`src/rtl/gp_bram_pkg.sv`:
```
// ---------------------------------------------------------------------------
// gp_bram_pkg
// Shared constants and types for the BRAM stream reader:
//   DATA_W    - BRAM word width (32-bit words)
//   BYTE_EN_W - BRAM byte write-enable width
//   ADDR_STEP - byte increment between consecutive words
//   state_t   - reader FSM states
//   clog2     - ceiling log2, usable in constant expressions
// ---------------------------------------------------------------------------
package gp_bram_pkg;

    localparam int          DATA_W    = 32;
    localparam int          BYTE_EN_W = 4;
    localparam logic [31:0] ADDR_STEP = 32'd4;

    typedef enum logic [1:0] {
        IDLE   = 2'd0,
        RUN    = 2'd1,
        DRAIN  = 2'd2,
        FINISH = 2'd3
    } state_t;

    function automatic int clog2(input int value);
        int r;
        int v;
        r = 0;
        v = value - 1;
        while (v > 0) begin
            r++;
            v = v >> 1;
        end
        return r;
    endfunction

endpackage

```
`src/rtl/bram_stream_reader_fifo.sv`:
```
// ---------------------------------------------------------------------------
// bram_rd_fifo
// Synchronous show-ahead FIFO used as the output buffer of the stream reader.
// rd_data always presents the head entry; rd_en pops it.
// Ports:
//   clka, rsta        - clock, synchronous active-high reset
//   wr_en, wr_data    - push one entry (caller guarantees not full)
//   rd_en, rd_data    - pop head entry / head entry
//   count, empty      - occupancy and empty flag
// DEPTH must be a power of 2 and at least 2.
// ---------------------------------------------------------------------------
module bram_rd_fifo
    import gp_bram_pkg::*;
#(
    parameter int DEPTH = 4,
    parameter int WIDTH = DATA_W
) (
    input  logic                   clka,
    input  logic                   rsta,
    input  logic                   wr_en,
    input  logic [WIDTH-1:0]       wr_data,
    input  logic                   rd_en,
    output logic [WIDTH-1:0]       rd_data,
    output logic [clog2(DEPTH):0]  count,
    output logic                   empty
);

    localparam int AW = clog2(DEPTH);

    logic [WIDTH-1:0] mem [DEPTH];
    logic [AW-1:0]    wr_ptr;
    logic [AW-1:0]    rd_ptr;
    logic             pop;

    assign empty   = (count == '0);
    assign pop     = rd_en && !empty;
    assign rd_data = mem[rd_ptr];

    always_ff @(posedge clka) begin
        if (rsta) begin
            wr_ptr <= '0;
            rd_ptr <= '0;
            count  <= '0;
        end else begin
            if (wr_en) wr_ptr <= wr_ptr + AW'(1);
            if (pop)   rd_ptr <= rd_ptr + AW'(1);
            unique case ({wr_en, pop})
                2'b10:   count <= count + (AW+1)'(1);
                2'b01:   count <= count - (AW+1)'(1);
                default: ;
            endcase
        end
    end

    // Storage carries data only; it needs no reset because count gates it.
    always_ff @(posedge clka) begin
        if (wr_en) mem[wr_ptr] <= wr_data;
    end

endmodule

```
`src/rtl/bram_stream_reader.sv`:
```
// ---------------------------------------------------------------------------
// bram_stream_reader
// Fetches len_words consecutive 32-bit words from a BRAM native port starting
// at base_addr (word aligned) and replays them in order on a valid/ready
// stream. Reads are only issued when the output FIFO is guaranteed a slot, so
// BRAM latency is absorbed without overflow or loss.
// Ports:
//   clka, rsta                - clock, synchronous active-high reset
//   start, base_addr, len_words - transfer request (sampled when idle)
//   busy, done                - transfer in progress / one-cycle completion
//   bram_en, bram_we, bram_addr, bram_dout - BRAM native read port
//   m_data, m_valid, m_ready  - output stream
//   m_last                    - final-word marker (BRAM_STREAM_LAST_EN only)
// Optional feature macro: BRAM_STREAM_LAST_EN adds m_last and widens the FIFO
// to carry {last, data}.
// ---------------------------------------------------------------------------
module bram_stream_reader
    import gp_bram_pkg::*;
#(
    parameter int READ_LATENCY = 1,
    parameter int FIFO_DEPTH   = 4,
    parameter int LEN_W        = 16
) (
    input  logic                 clka,
    input  logic                 rsta,
    input  logic                 start,
    input  logic [31:0]          base_addr,
    input  logic [LEN_W-1:0]     len_words,
    output logic                 busy,
    output logic                 done,
    output logic                 bram_en,
    output logic [BYTE_EN_W-1:0] bram_we,
    output logic [31:0]          bram_addr,
    input  logic [DATA_W-1:0]    bram_dout,
    output logic [DATA_W-1:0]    m_data,
    output logic                 m_valid,
`ifdef BRAM_STREAM_LAST_EN
    output logic                 m_last,
`endif
    input  logic                 m_ready
);

    localparam int CNT_W = clog2(FIFO_DEPTH) + 1;
`ifdef BRAM_STREAM_LAST_EN
    localparam int FIFO_W = DATA_W + 1;
`else
    localparam int FIFO_W = DATA_W;
`endif
    localparam logic [CNT_W:0] DEPTH_C = (CNT_W+1)'(FIFO_DEPTH);

    state_t                  state, state_nxt;
    logic [31:0]             cur_addr;
    logic [LEN_W-1:0]        remaining;
    logic [CNT_W-1:0]        inflight;
    logic [READ_LATENCY-1:0] vld_p;
    logic [CNT_W-1:0]        fifo_count;
    logic                    fifo_empty;
    logic [FIFO_W-1:0]       fifo_wdata;
    logic [FIFO_W-1:0]       fifo_head;
    logic                    issue;
    logic                    wr_tag;
    logic                    pop;
    logic [CNT_W:0]          occupancy;
    logic [CNT_W:0]          credit_lim;

    assign pop        = m_valid && m_ready;
    assign wr_tag     = vld_p[READ_LATENCY-1];
    assign occupancy  = {1'b0, fifo_count} + {1'b0, inflight};
    // A slot being popped this cycle is free again by the time the new read
    // lands, so counting it keeps one word per cycle at READ_LATENCY+1 depth.
    assign credit_lim = DEPTH_C + {{CNT_W{1'b0}}, pop};
    assign issue      = (state == RUN) && (remaining != '0) && (occupancy < credit_lim);

    assign bram_en   = issue;
    assign bram_we   = '0;
    assign bram_addr = cur_addr;
    assign busy      = (state != IDLE);
    assign done      = (state == FINISH);

    // Control FSM state register
    always_ff @(posedge clka) begin
        if (rsta) state <= IDLE;
        else      state <= state_nxt;
    end

    always_comb begin
        state_nxt = state;
        unique case (state)
            IDLE: begin
                if (start) state_nxt = (len_words == '0) ? FINISH : RUN;
            end
            RUN: begin
                if (issue && (remaining == LEN_W'(1))) state_nxt = DRAIN;
            end
            DRAIN: begin
                // Leave on the edge that pops the final word so done follows
                // the last handshake by exactly one cycle.
                if ((inflight == '0) &&
                    (fifo_empty || ((fifo_count == CNT_W'(1)) && pop)))
                    state_nxt = FINISH;
            end
            FINISH: state_nxt = IDLE;
            default: state_nxt = IDLE;
        endcase
    end

    // Issue stage: address and remaining-count bookkeeping
    always_ff @(posedge clka) begin
        if (rsta) begin
            cur_addr  <= '0;
            remaining <= '0;
        end else if ((state == IDLE) && start) begin
            cur_addr  <= base_addr & ~32'h3;
            remaining <= len_words;
        end else if (issue) begin
            cur_addr  <= cur_addr + ADDR_STEP;
            remaining <= remaining - LEN_W'(1);
        end
    end

    // BRAM latency stage: tags follow each read until its data is valid
    always_ff @(posedge clka) begin
        if (rsta) begin
            vld_p    <= '0;
            inflight <= '0;
        end else begin
            vld_p[0] <= issue;
            for (int i = 1; i < READ_LATENCY; i++) vld_p[i] <= vld_p[i-1];
            unique case ({issue, wr_tag})
                2'b10:   inflight <= inflight + CNT_W'(1);
                2'b01:   inflight <= inflight - CNT_W'(1);
                default: ;
            endcase
        end
    end

`ifdef BRAM_STREAM_LAST_EN
    logic [READ_LATENCY-1:0] last_p;

    always_ff @(posedge clka) begin
        if (rsta) begin
            last_p <= '0;
        end else begin
            last_p[0] <= issue && (remaining == LEN_W'(1));
            for (int i = 1; i < READ_LATENCY; i++) last_p[i] <= last_p[i-1];
        end
    end

    assign fifo_wdata = {last_p[READ_LATENCY-1], bram_dout};
    assign m_last     = m_valid && fifo_head[DATA_W];
`else
    assign fifo_wdata = bram_dout;
`endif

    // Output buffer stage
    bram_rd_fifo #(
        .DEPTH (FIFO_DEPTH),
        .WIDTH (FIFO_W)
    ) u_fifo (
        .clka    (clka),
        .rsta    (rsta),
        .wr_en   (wr_tag),
        .wr_data (fifo_wdata),
        .rd_en   (pop),
        .rd_data (fifo_head),
        .count   (fifo_count),
        .empty   (fifo_empty)
    );

    assign m_valid = !fifo_empty;
    assign m_data  = fifo_empty ? '0 : fifo_head[DATA_W-1:0];

endmodule
```
`config.mk`:
```
export PLATFORM = sky130hd
export DESIGN_NAME = bram_stream_reader
export DESIGN_NICKNAME = d
export VERILOG_FILES = /design/src/rtl/gp_bram_pkg.sv /design/src/rtl/bram_stream_reader_fifo.sv /design/src/rtl/bram_stream_reader.sv
export SDC_FILE = /design/constraint.sdc
export NUM_CORES = 1
export LEC_CHECK = 0
export BUFFER_PORTS_ARGS = -buffer_cell sky130_fd_sc_hd__buf_2
export CORE_MARGIN = 3
export CORE_UTILIZATION = 56
export CTS_CLUSTER_DIAMETER = 40
export DETAILED_ROUTE_END_ITERATION = 7
export GPL_TIMING_DRIVEN = 0
export PLACE_DENSITY_LB_ADDON = 0.1
export SETUP_SLACK_MARGIN = 0.02
export SLEW_MARGIN = 20
export SYNTH_ARGS = -nofsm -noshare
export SYNTH_HDL_FRONTEND = slang
export SYNTH_HIERARCHICAL = 1
export SYNTH_SLANG_ARGS = --single-unit
```
`constraint.sdc`:
```
create_clock -name clka -period 3.4 [get_ports clka]
set_clock_uncertainty 0.2 [all_clocks]
set_input_delay 0.34 -clock clka [delete_from_list [all_inputs] [get_ports clka]]
set_output_delay 0.34 -clock clka [all_outputs]
set_load 0.02 [all_outputs]
```
Yosys cells after proc, flatten, opt, wreduce, memory -nomap -nowiden
Memories as Yosys holds them, arrays and structs flattened. A register that Yosys moved wholly into a read port is not among the register bits.
Index checks and enable logic that the tools add are counted.
W data, S select, Z words.

word-level totals
  memory bits (writable) = 128
  bits in registers = 61
  bits in latches = 0
  bits in read-only memories = 0
  memories kept = 1

operators by class
  muxes and demuxes = 16
  reduce and logical (&&, ||, !) cells = 21
  $add $sub $neg = 10
  equality and inequality tests = 12
  shift operators = 0
  divide/modulo/power cells = 0
  order comparisons = 1
  multipliers = 0
  bitwise logic cells = 0

memories
  name        depth  bits a word  rd ports  clocked after memory_dff  write ports  RTL line                       source
  u_fifo.mem  4      32           1         1                         1            bram_stream_reader_fifo.sv:30  logic [WIDTH-1:0] mem [DEPTH];

operators with widths
  cell                     count
  $mux W32                 3
  $add A32 B3 Y32 const B  1
  $mux W16                 2
  $eq A16 B1 Y1 const B    1
  $logic_not A16 Y1        1
  $reduce_bool A16 Y1      1
  $sub A16 B1 Y16 const B  1
  $mux W2                  6
  $pmux W3 S2              2
  $eq A2 B2 Y1 const B     4
  $logic_and A1 B1 Y1      8
  $pmux W2 S4              1
  $reduce_bool A2 Y1       4
  $add A3 B1 Y3 const B    2
  $eq A2 B1 Y1 const B     3
  $logic_not A3 Y1         2
  $sub A3 B1 Y3 const B    2
  $add A2 B1 Y2 const B    2
  $add A3 B1 Y4 const A    1
  $add A3 B3 Y4            1
  $lt A4 B4 Y1             1
  $ne A2 B2 Y1 const B     2
  $eq A3 B1 Y1 const B     1
  $reduce_and A3 Y1        1
  other kinds (6)          7

Longest topological paths before layout
Gate-level depths: netlist of run 1.

  word-level depth = 9
  depth in mapped cells = 12

By module
The synthesis of run 1 kept the hierarchy.

by module, submodules not included
  module              area each (um2)  instances  cells each
  bram_rd_fifo        5101.1           1          216
  bram_stream_reader  3603.5           1          441

Worst setup path before layout of run 1
Ideal clock, no wire load.

  kind = register to register
  start point = register u_fifo.count[0]
  end point = register inflight[2]
  path buffers = 1
  stages on the path, launching flop included = 13
  slack = 0.317 ns
  setup time = 0.071 ns
  arrival time = 2.812 ns
  data required time = 3.129 ns
  cell sequence = dfxtp_1 -> ha_1 -> fa_1 -> nor4b_1 -> o221ai_1 -> a21o_1 -> buf_2 -> ha_1 -> inv_1 -> fa_1 -> xor2_1 -> or3_1 -> a21oi_1

between the ends
  word-level cells in the longest chain between the ends = 8

RTL lines
  item                                               RTL line                       source
  start, declared                                    bram_stream_reader_fifo.sv:24  output logic [clog2(DEPTH):0] count,
  start signal, assigned                             bram_stream_reader_fifo.sv:48  2'b10: count <= count + (AW+1)'(1);
  start signal, assigned                             bram_stream_reader_fifo.sv:49  2'b01: count <= count - (AW+1)'(1);
  $logic_not A3 Y1                                   bram_stream_reader_fifo.sv:35  assign empty = (count == '0);
  $logic_not A1 Y1                                   bram_stream_reader.sv:170      assign m_valid = !fifo_empty;
  $logic_and A1 B1 Y1                                bram_stream_reader.sv:66       assign pop = m_valid && m_ready;
  $add A3 B1 Y4                                      bram_stream_reader.sv:71       assign credit_lim = DEPTH_C + {{CNT_W{1'b0}}, pop};
  $lt A4 B4 Y1 *                                     bram_stream_reader.sv:72       assign issue = (state == RUN) && (remaining != '0) && (occupancy < credit_lim);
  $logic_and A1 B1 Y1 *                              bram_stream_reader.sv:72
  $eq A2 B1 Y1 or $eq A2 B2 Y1 (tied branches)       bram_stream_reader.sv:129      unique case ({issue, wr_tag})
  $pmux W3 S2 or $reduce_bool A2 Y1 (tied branches)  n/a
  end signal, assigned                               bram_stream_reader.sv:130      2'b10: inflight <= inflight + CNT_W'(1);
  end signal, assigned                               bram_stream_reader.sv:131      2'b01: inflight <= inflight - CNT_W'(1);
  end, declared                                      bram_stream_reader.sv:54       logic [CNT_W-1:0] inflight;

Mark *: on every way between the ends. The rest lies on a longest branch, timed or not.
A chain may end at the register's enable or synchronous reset.

Worst setup path after layout of run 1
  start point = register u_fifo.count[0]
  end point = register cur_addr[20] (netlist: bram_addr[20])

between the ends
  word-level cells in the longest chain between the ends = 7

RTL lines
  item                                   RTL line                       source
  $logic_not A3 Y1                       bram_stream_reader_fifo.sv:35
  $logic_not A1 Y1                       bram_stream_reader.sv:170
  $logic_and A1 B1 Y1                    bram_stream_reader.sv:66
  $add A3 B1 Y4                          bram_stream_reader.sv:71
  $lt A4 B4 Y1 *                         bram_stream_reader.sv:72
  $logic_and A1 B1 Y1 *                  bram_stream_reader.sv:72
  $reduce_bool A2 Y1 (no source line) *  n/a
  end signal, assigned                   bram_stream_reader.sv:113      cur_addr <= base_addr & ~32'h3;
  end signal, assigned                   bram_stream_reader.sv:116      cur_addr <= cur_addr + ADDR_STEP;
  end, declared                          bram_stream_reader.sv:52       logic [31:0] cur_addr;

Marks and branches as above.

==> results.ini, run 1 <==
[detailed_routing]
vias = 6605
ant_nets = 0
avgRoutedWirePerCell_um = 20.9
wl_mm = 22.5
viasPerCell = 6.13
dr.pass1.iters = 5
drt_iter0_markers = 556
drc_errors = 0

[pwr]
ir_worst_vdd_mv = 0.398
power_density_nw_per_um2 = 696
leakagePower_uw = 0.00396

[sta]
maxSlewHeadroom_pct = 33.0
rsz0062_at_grt = no
tightest_slew_ns = 0.992
fin_crit_sh_pct = 96.9
tns_ns = 0
worst_slack_ns = 0.105
fin_crit_ns = 3.30
finalHoldViolCount = 0
whs_ns = 0.0165
setup_violations = 0
max_clock_freq_mhz = 303
slew_violations = 0

[floorplanning]
rows = 44
die-area_um2 = 17100
start_util_pct = 58.6
die_h_um = 131
core_um2 = 14900
die_w_um = 131
ios = 156

[critical_path]
cp-startpoint = u_fifo/count[0]
required_ns = 3.53
path_class = reg2reg
startpoint_type = flop
timing.rr.start = u_fifo/count[0]
critical_path.max_fanout = 10
cp.arrival_ns = 3.42
critPathCaptureType = flop
rrSetupSlack_ns = 0.10

[placed_design]
place_inst = 996
gp_congestion = 0.992
dp_hpwl_mm = 15.3
port_buffers = 146
dp_slack_ns = -0.255

[synth]
synth_fa_ha_area_share_pct = 3.13
yosys.area_share.simple_pct = 13.3
synthCells = 657
synth_xor_area_share_pct = 3.22
synth_edf_count = 128
netlist-cell-type-count = 54
postSynthAreaPerCell_um2 = 13.2
dominantRegCellSynth = edfxtp_1
synth.area.top_cells = edfxtp_1 44%, dfxtp_1 14%, mux4_2 7.8%, xnor2_1 2.7%, nor2_1 2.6%
ys_seq_elements = 189
synth_top_family_by_area = simple AND/OR/NAND/NOR gates
ys_warn_count = 6
muxShareOfSynthArea_pct = 8.83
syn_area_um2 = 8700
yosysSeqAreaShare_pct = 58.2
async_reset_ff_share_pct = 0
synth_top_cell_by_area = edfxtp_1
synth_top_area_share_pct = 44.2
synth-compound-area-share_pct = 9.33

[global_routing]
grt_first_pass_wirelength_mm = 34.3
grt_usage_pct = 26.3
antenna_found_initial = 0
grt_pass1_vias = 6587
grt-ovfl-total = 0
grt.busiest_layer = met2
met2_usage_pct = 41.8
grt_max_degree = 26
use_met3_pct = 6.42
grtUsageMet1_pct = 36.3

[finish]
layout.cells.non_filler = 1078
drive_above_1_share_pct = 31.0
multiInputGateArea_um2 = 3400
seq_area_um2 = 5070
n_fill_cell = 985
area_growth_pct = 26.4
fin_nets = 985
mostFrequentLayoutCell = buf_2
fin_util_pct = 74.0
final_cell_mix = 153 x buf_2, 128 x edfxtp_1, 60 x nor2_1
diodes = 0

[clocking]
cts_tree = yes
clock-sinks = 189
clk_pin_slew_ns = 0.07
numCtsBuffers = 17
clk_latency_ns = 0.43
cts-htree-levels = 4
root_buffer = clkbuf_16
clk_path_buf_depth = 2

[min_path]
hp-class = in2reg
hp-start = len_words[10]

[job]
drv_cap = 0

[status]
status = finished clean

## stage by stage
stage	instance area [um^2]	power, uW
finish	11000	7660
global route	11000	7980
CTS	10900	7510
detailed placement	9780	5340
global placement	9680	5240
floorplan	8720	4550
## sequential cells by signal, indices dropped and copies added (netlist names), named ones only
| register | flops |
|---|---|
| bram_addr | 30 |
| u_fifo/wr_ptr | 2 |
| state | 2 |
| u_fifo/count | 3 |
| u_fifo/rd_ptr | 2 |
| vld_p | 1 |
| u_fifo/mem | 128 |
| inflight | 3 |
| remaining | 16 |
## metal layers
layer | wire (um) | up-vias | share of wire (%)
met5 | 0 | - | 0
met4 | 496 | 0 | 2.2
met3 | 1860 | 46 | 8.3
met2 | 10900 | 334 | 48
met1 | 9250 | 3268 | 41
li1 | - | 2957 | -
## worst paths after layout
kind         depth (start not counted)                to
max                                  9     bram_addr[20]
min                                  3     remaining[10]
max reg2reg                          9     bram_addr[20]
min reg2reg                          2  u_fifo/rd_ptr[1]
## kinds of logic (layout without fill, tap and decap cells)
logic type                 count (synthesis)  count (layout)
AOI/OAI and AO/OA                        100             100
xor gates and xnor gates                  32              32
adders and majority gates                 20              20
buffers and inverters                     67             299
DFF                                      189             189
muxes                                     36              36
other                                      1               6
and+or+nand+nor                          212             212
## where the power goes
| part | leakage, uW | switching [uW] | internal (uW) |
|---|---|---|---|
| logic | 0.00200 | 1570 | 938 |
| registers | 0.00166 | 287 | 2760 |
| clock network | 0.000301 | 920 | 1180 |
| total | 0.00396 | 2780 | 4880 |
## cell type report
cell class | count | share of cell area (%)
repair buffers | 200 | 11.9
well taps | 184 | 2.09
clock buffers | 17 | 3.87
clock inverters | 15 | 1.85
inverters | 22 | 0.751
flip-flops and latches | 189 | 46.1
plain buffers | 45 | 2.55
multi-input cells | 406 | 30.9
## critical path: stages, from the launching register on
cell	delay, ns
dfxtp_4	0.36
ha_2	0.19
fa_1	0.53
nor4b_2	0.29
o221ai_2	0.22
buf_4	0.20
a2111o_1	0.38
buf_2	0.23
or3_1	0.33
a311oi_1	0.27
## repair_timing
action / in CTS / in global routing
hold endpoints to repair: 141 / 0
resized for setup: 6 / 28
hold buffers: 45 / 0
pin swaps: 1 / 4
buffers inserted: 1 / 4
endpoints found under the setup margin: 8 / 38
## cells in the mapped netlist (3+ instances only)
master and instances:
edfxtp_1 128, dfxtp_1 61, nor2_1 60, nor2b_1 34, mux4_2 30, a211oi_1 29, xnor2_1 27, clkbuf_1 25
inv_1 22, nand2_1 21, ha_1 17, a311oi_1 15, nand3_1 14, or3_1 13, o21ai_0 12, nor4_1 11
a21oi_1 10, and2_1 9, buf_2 9, a2111oi_0 8, and4_1 8, nor3_1 8, or4_1 8, o31ai_1 7
buf_4 6, and3_1 5, nand4_1 5, xor2_1 5, a221oi_1 4, mux2i_1 4, or2_2 4, buf_12 3
fa_1 3
(Power assumes the default switching activity.)
==> run 2: changes to the inputs <==
- ABC_AREA: default -> 1
==> results.ini, run 2 <==
[pwr]
power_density_nw_per_um2 = 750
leakagePower_uw = 0.00484
p_total_uw = 8630
ir_worst_vdd_mv = 0.476

[global_routing]
grt_usage_pct = 25.8
grt-ovfl-total = 0
grt_first_pass_wirelength_mm = 37.3
antenna_found_initial = 0
grt_pass1_vias = 7660
grt_max_degree = 33

[synth]
dominantRegCellSynth = edfxtp_1
synth_commonest_cells = 212 x nand2_1, 208 x nor2_1, 128 x edfxtp_1
synth_top_cell_by_area = edfxtp_1
synth.most_common_cell = nand2_1
synthCells = 1110
synth_top_area_share_pct = 40.5
async_reset_ff_share_pct = 0
ys_seq_elements = 189
netlist-cell-type-count = 36
postSynthAreaPerCell_um2 = 8.55
ys_warn_count = 6
yosysSeqAreaShare_pct = 53.4
syn_area_um2 = 9490
synth_edf_count = 128
synth.area.top_cells = edfxtp_1 41%, dfxtp_1 13%, nand2_1 8.4%, nor2_1 8.2%, inv_1 4.7%

[clocking]
clk_latency_ns = 0.44
clock-sinks = 189
cts_tree = yes
numCtsBuffers = 17
cts_setup_buffers = 0
clk_pin_slew_ns = 0.07
root_buffer = clkbuf_16
clk_path_buf_depth = 2
cts-htree-levels = 4

[critical_path]
cp-startpoint = inflight[0]
cp_cell_sequence = ha_1 -> fa_1 -> nor2_1 -> nand2_1 -> nand2_1 -> nand2_2 -> nor2_4 -> nand2_2 -> buf_6 -> ha_1 -> inv_1 -> fa_1 -> a21oi_1 -> o21ai_0 -> o21ai_0 -> a21oi_1
slowest_delay_ns = 0.48
timing.rr.start = inflight[0]
cpMaxStageDelayCell = fa_1
required_ns = 3.53
critPathCaptureType = flop
cp.arrival_ns = 3.12
critical_path.max_fanout = 10
path_class = reg2reg
startpoint_type = flop

[sta]
max_clock_freq_mhz = 334
fin_crit_sh_pct = 88.0
finalHoldViolCount = 0
fin_crit_ns = 2.99
slew_violations = 0
setup_violations = 0
tightest_slew_ns = 0.825
maxSlewHeadroom_pct = 45.0
rsz0062_at_grt = no
whs_ns = 0.0179
tns_ns = 0

[finish]
mostFrequentLayoutCell = nand2_1
final_cell_mix = 212 x nand2_1, 208 x nor2_1, 154 x buf_2
n_fill_cell = 1324
drive_above_1_share_pct = 18.4
diodes = 0
fin_nets = 1421
fin_util_pct = 70.8
area_growth_pct = 21.2
largest_reg_flops = 128
top_register = u_fifo/mem

[detailed_routing]
drc_errors = 0
viasPerCell = 5.28
vias = 8157
dr.pass1.iters = 5
ant_nets = 0
drt_iter0_markers = 586
avgRoutedWirePerCell_um = 15.3
wl_mm = 23.7

[floorplanning]
core_um2 = 16200
die_w_um = 136
die_h_um = 136
start_util_pct = 58.5
ios = 156
rows = 46
die-area_um2 = 18500

[min_path]
hp-class = in2reg
hp-start = len_words[15]

[status]
status = finished clean

[placed_design]
port_buffers = 147
gp_congestion = 0.907
dp_hpwl_mm = 16.3

[job]
drv_cap = 0

[run 2: metal layers]
layer / up-vias / global-route usage (%) / share of wire (%)
met5: - / 0 / 0
met4: 0 / 10.2 / 2.2
met3: 45 / 4.81 / 7.2
met2: 314 / 46.1 / 50
met1: 3737 / 30.7 / 40
li1: 4061 / - / -
[run 2: cells by family after synthesis]
family / count (synthesis) / synth area share, %
and+or+nand+nor: 525 / 23.0
DFF: 189 / 53.4
AOI/OAI and AO/OA: 185 / 10.3
buffers and inverters: 171 / 8.61
adders and majority gates: 20 / 2.87
xor gates and xnor gates: 18 / 1.66
other: 1 / 0.0395
muxes: 1 / 0.105
[run 2: final timing paths]
kind	slack [ns]	cells past startpoint	endpoint
setup reg to reg	0.41	16	inflight[2]
hold reg to reg	0.29	2	u_fifo/rd_ptr[0]
setup / recovery	0.41	16	inflight[2]
hold / removal	0.02	5	remaining[15]
[run 2: area by class of cell]
cell class                 instances  area, um^2  area share (%)
clock buffer                      17         425            3.70
sequential                       189        5060            44.1
timing repair buffer             183        1120            9.77
clock inverter                    15         170            1.48
multi-input combinational        755        3630            31.5
inverter                         121         463            4.03
buffer                            50         354            3.08
tap                              216         270            2.35
[run 2: worst max-delay path, delay by kind of cell, from the launching register on]
kind                       cells  cell delay (ns)
AOI/OAI and AO/OA              4             0.46
adders and majority gates      4             1.24
buffers and inverters          2             0.23
DFF                            1             0.33
and+or+nand+nor                6             0.40
[run 2: through the flow]
step | instance area [um^2] | setup WS, ns | std cells
after CTS | 11500 | 0.414 | 1546
after global placement | 10500 | 0.473 | 1478
final | 11500 | 0.407 | 1546
after global routing | 11500 | 0.188 | 1546
after detailed placement | 10600 | 0.450 | 1480
after floorplan | 9510 | 0.655 | 1115
[run 2: what timing repair did]
item / 4_1_cts / 5_1_grt
endpoints found under the hold margin: 130 / 0
hold buffers: 34 / 0
resized for setup: 0 / 0
[run 2: where the power goes]
group | internal (uW) | switching [uW] | total [uW]
combinational | 1210 | 2290 | 3490
sequential | 2810 | 338 | 3150
clock | 1050 | 939 | 1990
total | 5060 | 3560 | 8630
==> run 3: changes to the inputs <==
- CTS_BUF_LIST: default -> sky130_fd_sc_hd__clkbuf_4
==> results.ini, run 3 (synthesized netlist as in run 2, its figures left out) <==
[pwr]
ir_worst_vdd_mv = 0.407
p_int_uw = 4450
pwr-share-comb_pct = 44.6
pwr-share-seq_pct = 39.7
p_total_uw = 7920
switching_power_uw = 3470
clkPwrFrac_pct = 15.8
power_density_nw_per_um2 = 679
swShare_pct = 43.8
leakagePower_uw = 0.00490

[sta]
setup_violations = 0
tns_ns = 0
max_clock_freq_mhz = 331
fin_crit_ns = 3.02
rsz0062_at_grt = no
whs_ns = 0.0396
tightest_slew_ns = 0.804
slew_violations = 0
fin_crit_sh_pct = 88.9
finalHoldViolCount = 0
maxSlewHeadroom_pct = 46.4

[finish]
mostFrequentLayoutCell = nand2_1
n_fill_cell = 1302
drive_above_1_share_pct = 17.8
area_growth_pct = 22.9
final_cell_mix = 212 x nand2_1, 208 x nor2_1, 154 x buf_2
layout.cells.non_filler = 1594
fin_nets = 1467
largest_reg_flops = 128
top_register = u_fifo/mem
fin_util_pct = 71.9

[critical_path]
startpoint_type = flop
reg2reg_depth = 16
timing.rr.start = inflight[0]
cp.arrival_ns = 2.48
rrSetupSlack_ns = 0.40
critical_path.max_fanout = 7
cp-endpoint = bram_en
path_class = reg2out
critPathCaptureType = primary output
cp-startpoint = inflight[0]
required_ns = 2.86
r2r-end = inflight[2]

[clocking]
cts_setup_buffers = 0
ctsHoldBuffers = 80
cts-htree-levels = 4
clk_latency_ns = 0.61
clk_pin_slew_ns = 0.17
clock-sinks = 189
numCtsBuffers = 17
clk_path_buf_depth = 2
root_buffer = clkbuf_4
ctsResizeCount = 0
cts_tree = yes

[job]
drv_cap = 0

[floorplanning]
die_h_um = 136
rows = 46
die-area_um2 = 18500
start_util_pct = 58.5
core_um2 = 16200
ios = 156
die_w_um = 136

[placed_design]
dp_hpwl_mm = 16.3
port_buffers = 147
place_inst = 1480
gp_congestion = 0.907

[detailed_routing]
drc_errors = 0
wl_mm = 24.0
viasPerCell = 5.16
vias = 8231
ant_nets = 0
dr.pass1.iters = 7
drt_iter0_markers = 614
avgRoutedWirePerCell_um = 15.0

[global_routing]
grt-ovfl-total = 0
antenna_found_initial = 1
grt_usage_pct = 26.2
grt_max_degree = 33
grt_pass1_vias = 7848
grt_first_pass_wirelength_mm = 37.9

[status]
status = finished clean

[min_path]
hp-start = start
hold_path_depth = 5
hp-class = in2reg

## run 3: cell types whose count changed in the layout (fill, tap and decap cells not counted), sizes merged
cell and change:
dlygate4sd3 +46, diode +2
## run 3: layout make-up
cell class                 count  area, um^2  share of cell area, %
multi-input combinational    755        3630                   31.1
timing repair buffer         229        1580                   13.6
buffer                        50         354                   3.04
clock buffer                  17         128                   1.09
inverter                     121         463                   3.97
antenna                        2        5.00                 0.0429
sequential                   189        5060                   43.4
clock inverter                15         170                   1.46
tap                          216         270                   2.32
## run 3: power groups by stage
stage | Sequential, uW | Combinational, uW | Clock [uW]
floorplan | 3240 | 2340 | 0
global placement | 3180 | 3380 | 0
detailed placement | 3180 | 3440 | 0
CTS | 3130 | 3530 | 1260
global route | 3190 | 3930 | 1340
finish | 3140 | 3530 | 1250
## run 3: worst min-delay path by stage
stage,to
6_report,state[1]
5_1_grt,state[1]
4_1_cts,state[1]
3_5_place_dp,u_fifo/rd_ptr[0]
3_3_place_gp,u_fifo/rd_ptr[0]
2_1_floorplan,u_fifo/mem[0][0]
## run 3: routing by layer
metal | share of wire (%) | global-route usage (%) | vias up
met2 | 51 | 47.2 | 276
met1 | 40 | 31.3 | 3750
met5 | 0 | 0 | -
met3 | 7.1 | 4.85 | 47
met4 | 1.9 | 9.24 | 0
li1 | - | - | 4158
## run 3: metrics by stage
stage | setup slack [ns] | cell area (um^2)
after detailed placement | 0.450 | 10600
after CTS | 0.364 | 11700
after global routing | 0.179 | 11700
after floorplan | 0.655 | 9510
after global placement | 0.473 | 10500
final | 0.378 | 11700
## run 3: worst max-delay path, stage by stage, from the launching register on
cell,delay [ns]
dfxtp_1,0.36
ha_1,0.23
fa_1,0.43
nor2_1,0.11
nand2_1,0.07
nand2_1,0.07
nand2_2,0.07
nor2_2,0.30
buf_2,0.23
